File: src/rtl/mem_burst_ctrl.sv
// Burst front-end for an 8x32 register-file memory: one read or write burst of
// 1..8 beats at a time, addresses wrapping modulo the memory depth.
module mem_burst_ctrl #(
    parameter int DATA_W = 32,
    parameter int ADDR_W = 3
) (
    input  logic              clk,
    input  logic              rst_n,
    input  logic              cmd_valid,
    output logic              cmd_ready,
    input  logic              cmd_write,
    input  logic [ADDR_W-1:0] cmd_addr,
    input  logic [ADDR_W-1:0] cmd_len,
    input  logic              wr_valid,
    output logic              wr_ready,
    input  logic [DATA_W-1:0] wr_data,
    output logic              rsp_valid,
    input  logic              rsp_ready,
    output logic [DATA_W-1:0] rsp_data,
    output logic              rsp_last,
    output logic              busy,
    output logic              mem_we,
    output logic [ADDR_W-1:0] mem_addr,
    output logic [DATA_W-1:0] mem_wdata,
    input  logic [DATA_W-1:0] mem_rdata
);

    typedef enum logic [1:0] {
        ST_IDLE  = 2'd0,
        ST_WRITE = 2'd1,
        ST_READ  = 2'd2,
        ST_DRAIN = 2'd3
    } state_t;

    state_t            state_reg, state_next;
    logic [ADDR_W-1:0] cur_addr_reg, cur_addr_next;
    logic [ADDR_W-1:0] beat_cnt_reg, beat_cnt_next;
    logic              rsp_valid_reg, rsp_valid_next;
    logic              rsp_last_reg, rsp_last_next;
    logic [DATA_W-1:0] rsp_data_reg, rsp_data_next;

    // The response slot can take a new beat when empty or being emptied now.
    logic rsp_load;
    assign rsp_load = (state_reg == ST_READ) && (!rsp_valid_reg || rsp_ready);

    always_ff @(posedge clk or negedge rst_n) begin
        if (!rst_n) begin
            state_reg     <= ST_IDLE;
            cur_addr_reg  <= '0;
            beat_cnt_reg  <= '0;
            rsp_valid_reg <= 1'b0;
            rsp_last_reg  <= 1'b0;
            rsp_data_reg  <= '0;
        end else begin
            state_reg     <= state_next;
            cur_addr_reg  <= cur_addr_next;
            beat_cnt_reg  <= beat_cnt_next;
            rsp_valid_reg <= rsp_valid_next;
            rsp_last_reg  <= rsp_last_next;
            rsp_data_reg  <= rsp_data_next;
        end
    end

    always_comb begin
        state_next     = state_reg;
        cur_addr_next  = cur_addr_reg;
        beat_cnt_next  = beat_cnt_reg;
        rsp_valid_next = rsp_valid_reg;
        rsp_last_next  = rsp_last_reg;
        rsp_data_next  = rsp_data_reg;
        case (state_reg)
            ST_IDLE: begin
                if (cmd_valid) begin
                    cur_addr_next = cmd_addr;
                    beat_cnt_next = cmd_len;
                    state_next    = cmd_write ? ST_WRITE : ST_READ;
                end
            end
            ST_WRITE: begin
                if (wr_valid) begin
                    cur_addr_next = cur_addr_reg + 1'b1;
                    beat_cnt_next = beat_cnt_reg - 1'b1;
                    if (beat_cnt_reg == '0) begin
                        state_next = ST_IDLE;
                    end
                end
            end
            ST_READ: begin
                if (rsp_load) begin
                    rsp_data_next  = mem_rdata;
                    rsp_valid_next = 1'b1;
                    rsp_last_next  = (beat_cnt_reg == '0);
                    cur_addr_next  = cur_addr_reg + 1'b1;
                    beat_cnt_next  = beat_cnt_reg - 1'b1;
                    if (beat_cnt_reg == '0) begin
                        state_next = ST_DRAIN;
                    end
                end
            end
            ST_DRAIN: begin
                if (rsp_ready) begin
                    rsp_valid_next = 1'b0;
                    rsp_last_next  = 1'b0;
                    state_next     = ST_IDLE;
                end
            end
            default: state_next = ST_IDLE;
        endcase
    end

    always_comb begin
        cmd_ready = (state_reg == ST_IDLE);
        wr_ready  = (state_reg == ST_WRITE);
        mem_we    = (state_reg == ST_WRITE) && wr_valid;
        mem_addr  = cur_addr_reg;
        mem_wdata = wr_data;
        busy      = (state_reg != ST_IDLE);
        rsp_valid = rsp_valid_reg;
        rsp_last  = rsp_last_reg;
        rsp_data  = rsp_data_reg;
    end

endmodule
File: config.mk
export PLATFORM = sky130hd
export DESIGN_NAME = mem_burst_ctrl
export DESIGN_NICKNAME = d
export VERILOG_FILES = /design/src/rtl/mem_burst_ctrl.sv
export SDC_FILE = /design/constraint.sdc
export NUM_CORES = 1
export LEC_CHECK = 0
export BUFFER_PORTS_ARGS = -buffer_cell sky130_fd_sc_hd__buf_2
export CORE_UTILIZATION = 31
export DETAILED_ROUTE_END_ITERATION = 10
export GPL_TIMING_DRIVEN = 0
export SLEW_MARGIN = 20
export SYNTH_ARGS = -nofsm -noshare
export SYNTH_HDL_FRONTEND = slang
export SYNTH_SLANG_ARGS = --single-unit
File: constraint.sdc
create_clock -name clk -period 2.1 [get_ports clk]
set_input_delay 0.42 -clock clk [delete_from_list [all_inputs] [get_ports clk]]
set_output_delay 0.42 -clock clk [all_outputs]
set_load 0.1 [all_outputs]
Word-level counts from Yosys, hierarchy flattened

Cells that the tools add are included.

Bits of input ports: 76
Output and inout bits: 73
Bits in registers: 42
Bits in read-only memories: 0
RAM bits: 0
Bits in latches: 0
Memories: 0

Equal/unequal tests: 9
Magnitude comparators: 0
Multiply operators: 0
Muxes and demuxes: 21
Bitwise gates (word level): 0
Divide/modulo/power cells: 0
Reduce and logical (&&, ||, !) cells: 13
Shifts and indexed selects: 0
Add/sub/neg operators: 2

Operators with widths:

| cell                  | number |
|---|---|
| $mux W3               | 6 |
| $pmux W3 S3           | 2 |
| $mux W2               | 7 |
| $ne A2 B2 Y1 const B  | 4 |
| $pmux W2 S4           | 1 |
| $reduce_and A6 Y1     | 1 |
| $eq A2 B2 Y1 const B  | 2 |
| $ne A2 B1 Y1 const B  | 2 |
| $pmux W1 S2           | 2 |
| $reduce_and A4 Y1     | 1 |
| $reduce_bool A2 Y1    | 2 |
| $add A3 B1 Y3 const B | 1 |
| $logic_not A3 Y1      | 1 |
| $mux W1               | 3 |
| $reduce_and A3 Y1     | 1 |
| $reduce_bool A3 Y1    | 1 |
| $sub A3 B1 Y3 const B | 1 |
| $eq A2 B1 Y1 const B  | 1 |
| $logic_and A1 B1 Y1   | 2 |
| $logic_not A2 Y1      | 1 |
| $reduce_and A2 Y1     | 1 |
| $logic_not A1 Y1      | 1 |
| $logic_or A1 B1 Y1    | 1 |

Longest topological paths before layout

Gate-level depths: netlist of the first run.

Depth after elaboration: 5
Gate-level depth with buffers: 6
Gate-level depth less buffers: 6

Worst setup path after synthesis of the first run

No wires, ideal clock.

Path type: reg-to-output
Start: register state_reg[1]
End: output port mem_we
Data required time: 1680 ps
Data arrival time: 2194 ps
Cell stages (with the launch flop): 4
Path slack: -514 ps
Cell sequence: dfrtp_1 > inv_1 > ha_1 > and2_1

Word-level cells in the longest chain between the ends: 2

RTL lines:

| item                   | RTL line | text |
|---|---|---|
| from (decl)            | 35       | `state_t state_reg, state_next;` |
| from (signal assigned) | 55       | `state_reg <= state_next;` |
| $eq A2 B1 Y1           | n/a      |  |
| net wr_ready           | 15       | `output logic wr_ready,` |
| $logic_and A1 B1 Y1    | 114      | `mem_we = (state_reg == ST_WRITE) && wr_valid;` |
| to (decl)              | 22       | `output logic mem_we,` |

The timed path passes the listed nets, and every way through them passes these cells.

Worst setup path in the final report of the first run

Start: register state_reg[0]
End: register beat_cnt_reg[2]

Word-level cells in the longest chain between the ends: 4
Elaborated cells between the ends (all ways): 10

RTL lines:

| item                               | RTL line | text |
|---|---|---|
| $eq A2 B2 Y1                       | 44, 71   |  |
| $logic_and A1 B1 Y1                | 44       | `assign rsp_load = (state_reg == ST_READ) && (!rsp_valid_reg \|\| rsp_ready);` |
| $ne A2 B2 Y1 (no source line)      | n/a      |  |
| $reduce_and A4 Y1 (no source line) | n/a      |  |
| to (signal assigned)               | 57       | `beat_cnt_reg <= beat_cnt_next;` |
| to (decl)                          | 37       | `logic [ADDR_W-1:0] beat_cnt_reg, beat_cnt_next;` |

Parallel ways exist; a longest one is shown, timed or not.
A chain may end at the register's enable or synchronous reset.

==> results.py, run 1 <==
metrics = {
    "status": {
        "status": "finished with violations",
        "violations": "design-rule violations",
    },
    "die": {
        "start_util_pct": 32.7,
        "die_y_um": 84.6,
        "dieArea_um2": 7150,
        "ios": 149,
        "rows": 29,
        "core_um2": 6460,
        "die_x_um": 84.6,
    },
    "finish": {
        "fin_nets": 384,
        "area_growth_pct": 39.1,
        "final.fill_count": 613,
        "n_antenna_cell": 0,
        "drive_above_1_share_pct": 68.2,
        "final_cell_mix": "buf_2 (118), dfrtp_1 (42), mux2_2 (36)",
        "largest_reg_flops": 32,
        "mostFrequentLayoutCell": "buf_2",
    },
    "synth": {
        "ys_seq_area_share_pct": 49.7,
        "synth_seq_cells": 42,
        "synth_nets": 258,
        "synth_area_per_cell_um2": 12.2,
        "syn_inst": 173,
        "ys.flop_type": "dfrtp_1",
        "async_reset_ff_share_pct": 100,
        "synth_edf_count": 0,
        "yosys.cell_types.count": 23,
        "yosysWarnings": 0,
        "netlist_area_um2": 2110,
    },
    "sta": {
        "fmax_mhz": 511,
        "hold_viol": 0,
        "worst_pin_slew_ns": 0.926,
        "finalSetupViolCount": 0,
        "fin_crit_sh_pct": 93.1,
        "slew_viol_final": 0,
        "rsz0062_at_grt": "no",
        "setup-tns-final_ns": 0,
        "finClkSkew_ns": 0.00595,
        "finalCriticalPeriod_ns": 1.96,
        "max_slew_margin_pct": 38.3,
    },
    "drt": {
        "wirelength_um": 4190,
        "viasPerCell": 4.34,
        "ant_nets": 0,
        "avgRoutedWirePerCell_um": 11.1,
        "initialDrtViolationCount": 44,
        "route.met3.wl_um": 372,
        "drc": 11,
        "first_pass_iters": 9,
        "met1_length_um": 1740,
        "dr_total_vias": 1632,
        "dr_wl_met2_um": 2030,
        "top_layer": "met4",
    },
    "flow_run": {
        "drv_cap": 0,
    },
    "grt": {
        "overflow": 0,
        "antenna_found_initial": 0,
        "grt_usage_pct": 11.9,
        "grt_pass1_wl_um": 6730,
        "grt_start_max_net_pins": 43,
        "first_global_vias": 1547,
    },
    "clock_network": {
        "clock_path_buffers": 2,
        "clk_latency_ns": 0.28,
        "numCtsBuffers": 5,
        "clk_pin_slew_ns": 0.07,
        "ctsHtreeMaxLevel": 2,
        "postCtsHoldBufs": 0,
        "tritoncts": "done",
        "clockRootBuffer": "clkbuf_8",
        "clkSinkCount": 42,
    },
    "worst_setup_path": {
        "worstPathArrival_ns": 2.12,
        "worstSetupPathType": "register to register",
        "worstPathRequired_ns": 2.27,
        "crit_chain": "inv_1, ha_1, and3b_4, nor4_4, buf_4, mux2_2",
        "path_max_fanout": 7,
        "cpMaxStageDelayCell": "dfrtp_1",
        "cp-start-kind": "register",
        "end_kind": "register",
        "cpPeakStageDelay_ns": 0.43,
        "reg2reg_depth": 6,
    },
    "place": {
        "hpwl_um": 3250,
        "gp_congestion": 0.720,
        "io_buffer_count": 116,
    },
    "min_path": {
        "hold_path.class": "input port to asynchronous set/reset pin",
    },
}
stage by stage:
step | cells | utilization (%) | worst slack (ns) | instance area [um^2] | hold WS [ns]
floorplan | 173 | - | 0.0469 | 2120 | 0.124
global placement | 366 | 43.3 | -0.0122 | 2800 | 0.483
detailed placement | 366 | 43.3 | -0.0562 | 2800 | 0.488
CTS | 376 | 45.4 | 0.0680 | 2930 | 0.306
global route | 376 | 45.5 | 0.0466 | 2940 | 0.342
finish | 376 | 45.5 | 0.144 | 2940 | 0.270
layout make-up:
class | instances | area, um^2 | area share [%]
multi-input cells | 85 | 778 | 26.5
flip-flops and latches | 42 | 1050 | 35.7
plain buffers | 36 | 259 | 8.81
repair buffers | 119 | 606 | 20.6
clock inverters | 1 | 30.0 | 1.02
clock buffers | 6 | 82.6 | 2.81
well taps | 77 | 96.3 | 3.28
inverters | 10 | 37.5 | 1.28
timing repair:
action | CTS | global route
setup endpoints to repair | 3 | 3
setup buffers | 3 | 0
pin swaps | 1 | 0
cloned | 0 | 0
resized for setup | 0 | 2
synth_stat cells, types with 2 or more instances:
cell     number  area, um^2
a21oi_1       6        30.0
buf_2         3        15.0
buf_4        32         240
dfrtp_1      42        1050
ha_1          9         113
inv_1        10        37.5
mux2_2       36         405
mux2i_1       3        30.0
nand2_1       6        22.5
nor2_1        7        26.3
nor2b_1       4        25.0
o21ai_0       3        15.0
xnor2_1       2        17.5
final timing paths:
path,start,end,slack [ns]
worst max register to register,state_reg[0],beat_cnt_reg[2],0.14
min in group clk,rsp_ready,rsp_valid,0.35
worst max-delay path,state_reg[0],beat_cnt_reg[2],0.14
max in group asynchronous,rst_n,state_reg[0],1.25
worst min-delay path,rst_n,rsp_data[4],0.27
worst min register to register,rsp_data[29],rsp_data[29],0.50
logic make-up after synthesis:
kind of cell             after synthesis  synth area share, %
buffers and inverters                 46                 14.0
XOR/XNOR                               2                0.829
adder cells (fa/ha/maj)                9                 5.33
flip-flops                            42                 49.7
AO/OA/AOI/OAI                         14                 3.79
multiplexers                          39                 20.6
AND/OR/NAND/NOR                       21                 5.68
critical path, delay by kind of cell, from the launching register on:
kind          cells  cell delay [ns]
buf+inv           2             0.30
mux               1             0.34
simple gates      2             0.49
flops             1             0.43
fa+ha+maj         1             0.29
per-layer routing:
layer / vias up / track usage (%)
met3: 7 / 3.64
met4: 0 / 4.16
met2: 81 / 21.0
li1: 793 / -
met5: - / 0
met1: 751 / 13.6
Power of run 1 is not shown: default switching activity piles up to over one toggle a cycle in this logic, so the estimate is an artifact.
==> inputs of run 2 (changes only) <==
Settings changed: CTS_BUF_LIST set to sky130_fd_sc_hd__clkbuf_16.
==> results.py, run 2 (synthesis gave the netlist of run 1 again) <==
metrics = {
    "status": {
        "status": "finished with violations",
        "violations": "design-rule violations",
    },
    "sta": {
        "slew_viol_final": 0,
        "setup-tns-final_ns": 0,
        "finalCriticalPeriod_ns": 1.99,
        "max_slew_margin_pct": 38.5,
        "fmax_mhz": 503,
        "setup_ws_ns": 0.111,
        "fin_crit_sh_pct": 94.7,
        "finClkSkew_ns": 0.00476,
        "hold_viol": 0,
        "worst_pin_slew_ns": 0.922,
        "finalSetupViolCount": 0,
        "rsz0062_at_grt": "no",
    },
    "die": {
        "rows": 29,
        "core_um2": 6460,
        "dieArea_um2": 7150,
        "ios": 149,
        "start_util_pct": 32.7,
        "die_x_um": 84.6,
        "die_y_um": 84.6,
    },
    "finish": {
        "multi_input_area_um2": 778,
        "mostFrequentLayoutCell": "buf_2",
        "area_growth_pct": 41.2,
        "final.fill_count": 607,
        "fin_area_um2": 2980,
        "seqCellArea_um2": 1050,
        "drive_above_1_share_pct": 67.9,
        "final_cell_mix": "buf_2 (119), dfrtp_1 (42), mux2_2 (36)",
        "n_antenna_cell": 0,
        "fin_nets": 384,
        "largest_reg_flops": 32,
    },
    "worst_setup_path": {
        "worstSetupPathType": "register to primary output",
        "crit_chain": "inv_1, ha_2, and2_2, buf_2",
        "worstPathArrival_ns": 1.57,
        "cp-startpoint": "state_reg[1]",
        "rr_startpoint": "state_reg[0]",
        "path_max_fanout": 5,
        "cp-start-kind": "register",
        "regToRegSetupSlack_ns": 0.15,
        "reg2reg_depth": 6,
        "endpoint": "mem_we",
        "cpMaxStageDelayCell": "dfrtp_1",
        "cpPeakStageDelay_ns": 0.43,
        "r2r-end": "beat_cnt_reg[2]",
        "end_kind": "primary output",
        "worstPathRequired_ns": 1.68,
    },
    "grt": {
        "first_global_vias": 1543,
        "grt_pass1_wl_um": 6710,
        "antenna_found_initial": 0,
        "overflow": 0,
        "grt_start_max_net_pins": 43,
        "grt_usage_pct": 11.8,
    },
    "place": {
        "gp_congestion": 0.720,
        "hpwl_um": 3250,
        "post-place-ws_ns": -0.0562,
        "dpl_cell_area_um2": 2800,
        "io_buffer_count": 116,
    },
    "clock_network": {
        "numCtsBuffers": 5,
        "clock_path_buffers": 2,
        "tritoncts": "done",
        "ctsHtreeMaxLevel": 2,
        "clockRootBuffer": "clkbuf_16",
        "clk_latency_ns": 0.27,
        "postCtsHoldBufs": 0,
        "clkSinkCount": 42,
        "clk_pin_slew_ns": 0.05,
    },
    "drt": {
        "first_pass_iters": 9,
        "avgRoutedWirePerCell_um": 11.1,
        "viasPerCell": 4.35,
        "ant_nets": 0,
        "wirelength_um": 4180,
        "drc": 11,
        "dr_total_vias": 1635,
        "initialDrtViolationCount": 45,
    },
    "min_path": {
        "hold_path.class": "input port to asynchronous set/reset pin",
    },
    "flow_run": {
        "drv_cap": 0,
    },
}
==> run 2: cell count changes in the layout (fill, tap and decap cells not counted), sizes merged <==
cell,change
buf,+1
clkinv,+1
clkbuf,-2
==> run 2: repair_timing <==
| item | 4_1_cts | 5_1_grt |
|---|---|---|
| setup buffers | 3 | 0 |
| pin swaps | 1 | 0 |
| endpoints found under the setup margin | 3 | 2 |
| resized for setup | 0 | 1 |
==> run 2: area by class of cell <==
type	instances	area share, %
plain buffers	36	8.68
clock buffers	5	4.19
clock inverters	2	1.13
inverters	10	1.26
multi-input cells	85	26.1
flip-flops and latches	42	35.2
well taps	77	3.23
repair buffers	119	20.2
==> run 2: stage by stage <==
| stage | util, % | hold slack [ns] | cells |
|---|---|---|---|
| 2_1_floorplan | - | 0.124 | 173 |
| 3_3_place_gp | 43.3 | 0.483 | 366 |
| 3_5_place_dp | 43.3 | 0.488 | 366 |
| 4_1_cts | 46.1 | 0.327 | 376 |
| 5_1_grt | 46.2 | 0.365 | 376 |
| 6_report | 46.2 | 0.284 | 376 |
==> run 2: worst min path at each step <==
stage,to,depth (start not counted)
finish,rsp_data[4],1
global route,rsp_data[24],2
CTS,rsp_data[10],1
detailed placement,rsp_data[29],1
global placement,rsp_data[29],1
floorplan,beat_cnt_reg[0],0
==> run 2: worst max-delay path: cells and delay by family (launching register included) <==
| family | cells | cell delay, ns |
|---|---|---|
| adder cells (fa/ha/maj) | 1 | 0.20 |
| buffers and inverters | 2 | 0.54 |
| flip-flops | 1 | 0.43 |
| AND/OR/NAND/NOR | 1 | 0.13 |
==> run 2: layer usage <==
metal  share of wire, %  global-route usage [%]  vias to the layer above
met3                9.1                    3.64                        4
met1                 41                    13.6                      755
met5                  0                       0                        -
met4               0.84                    3.70                        0
met2                 49                    20.9                       80
li1                   -                       -                      796
Power of run 2 is left out for the same reason.
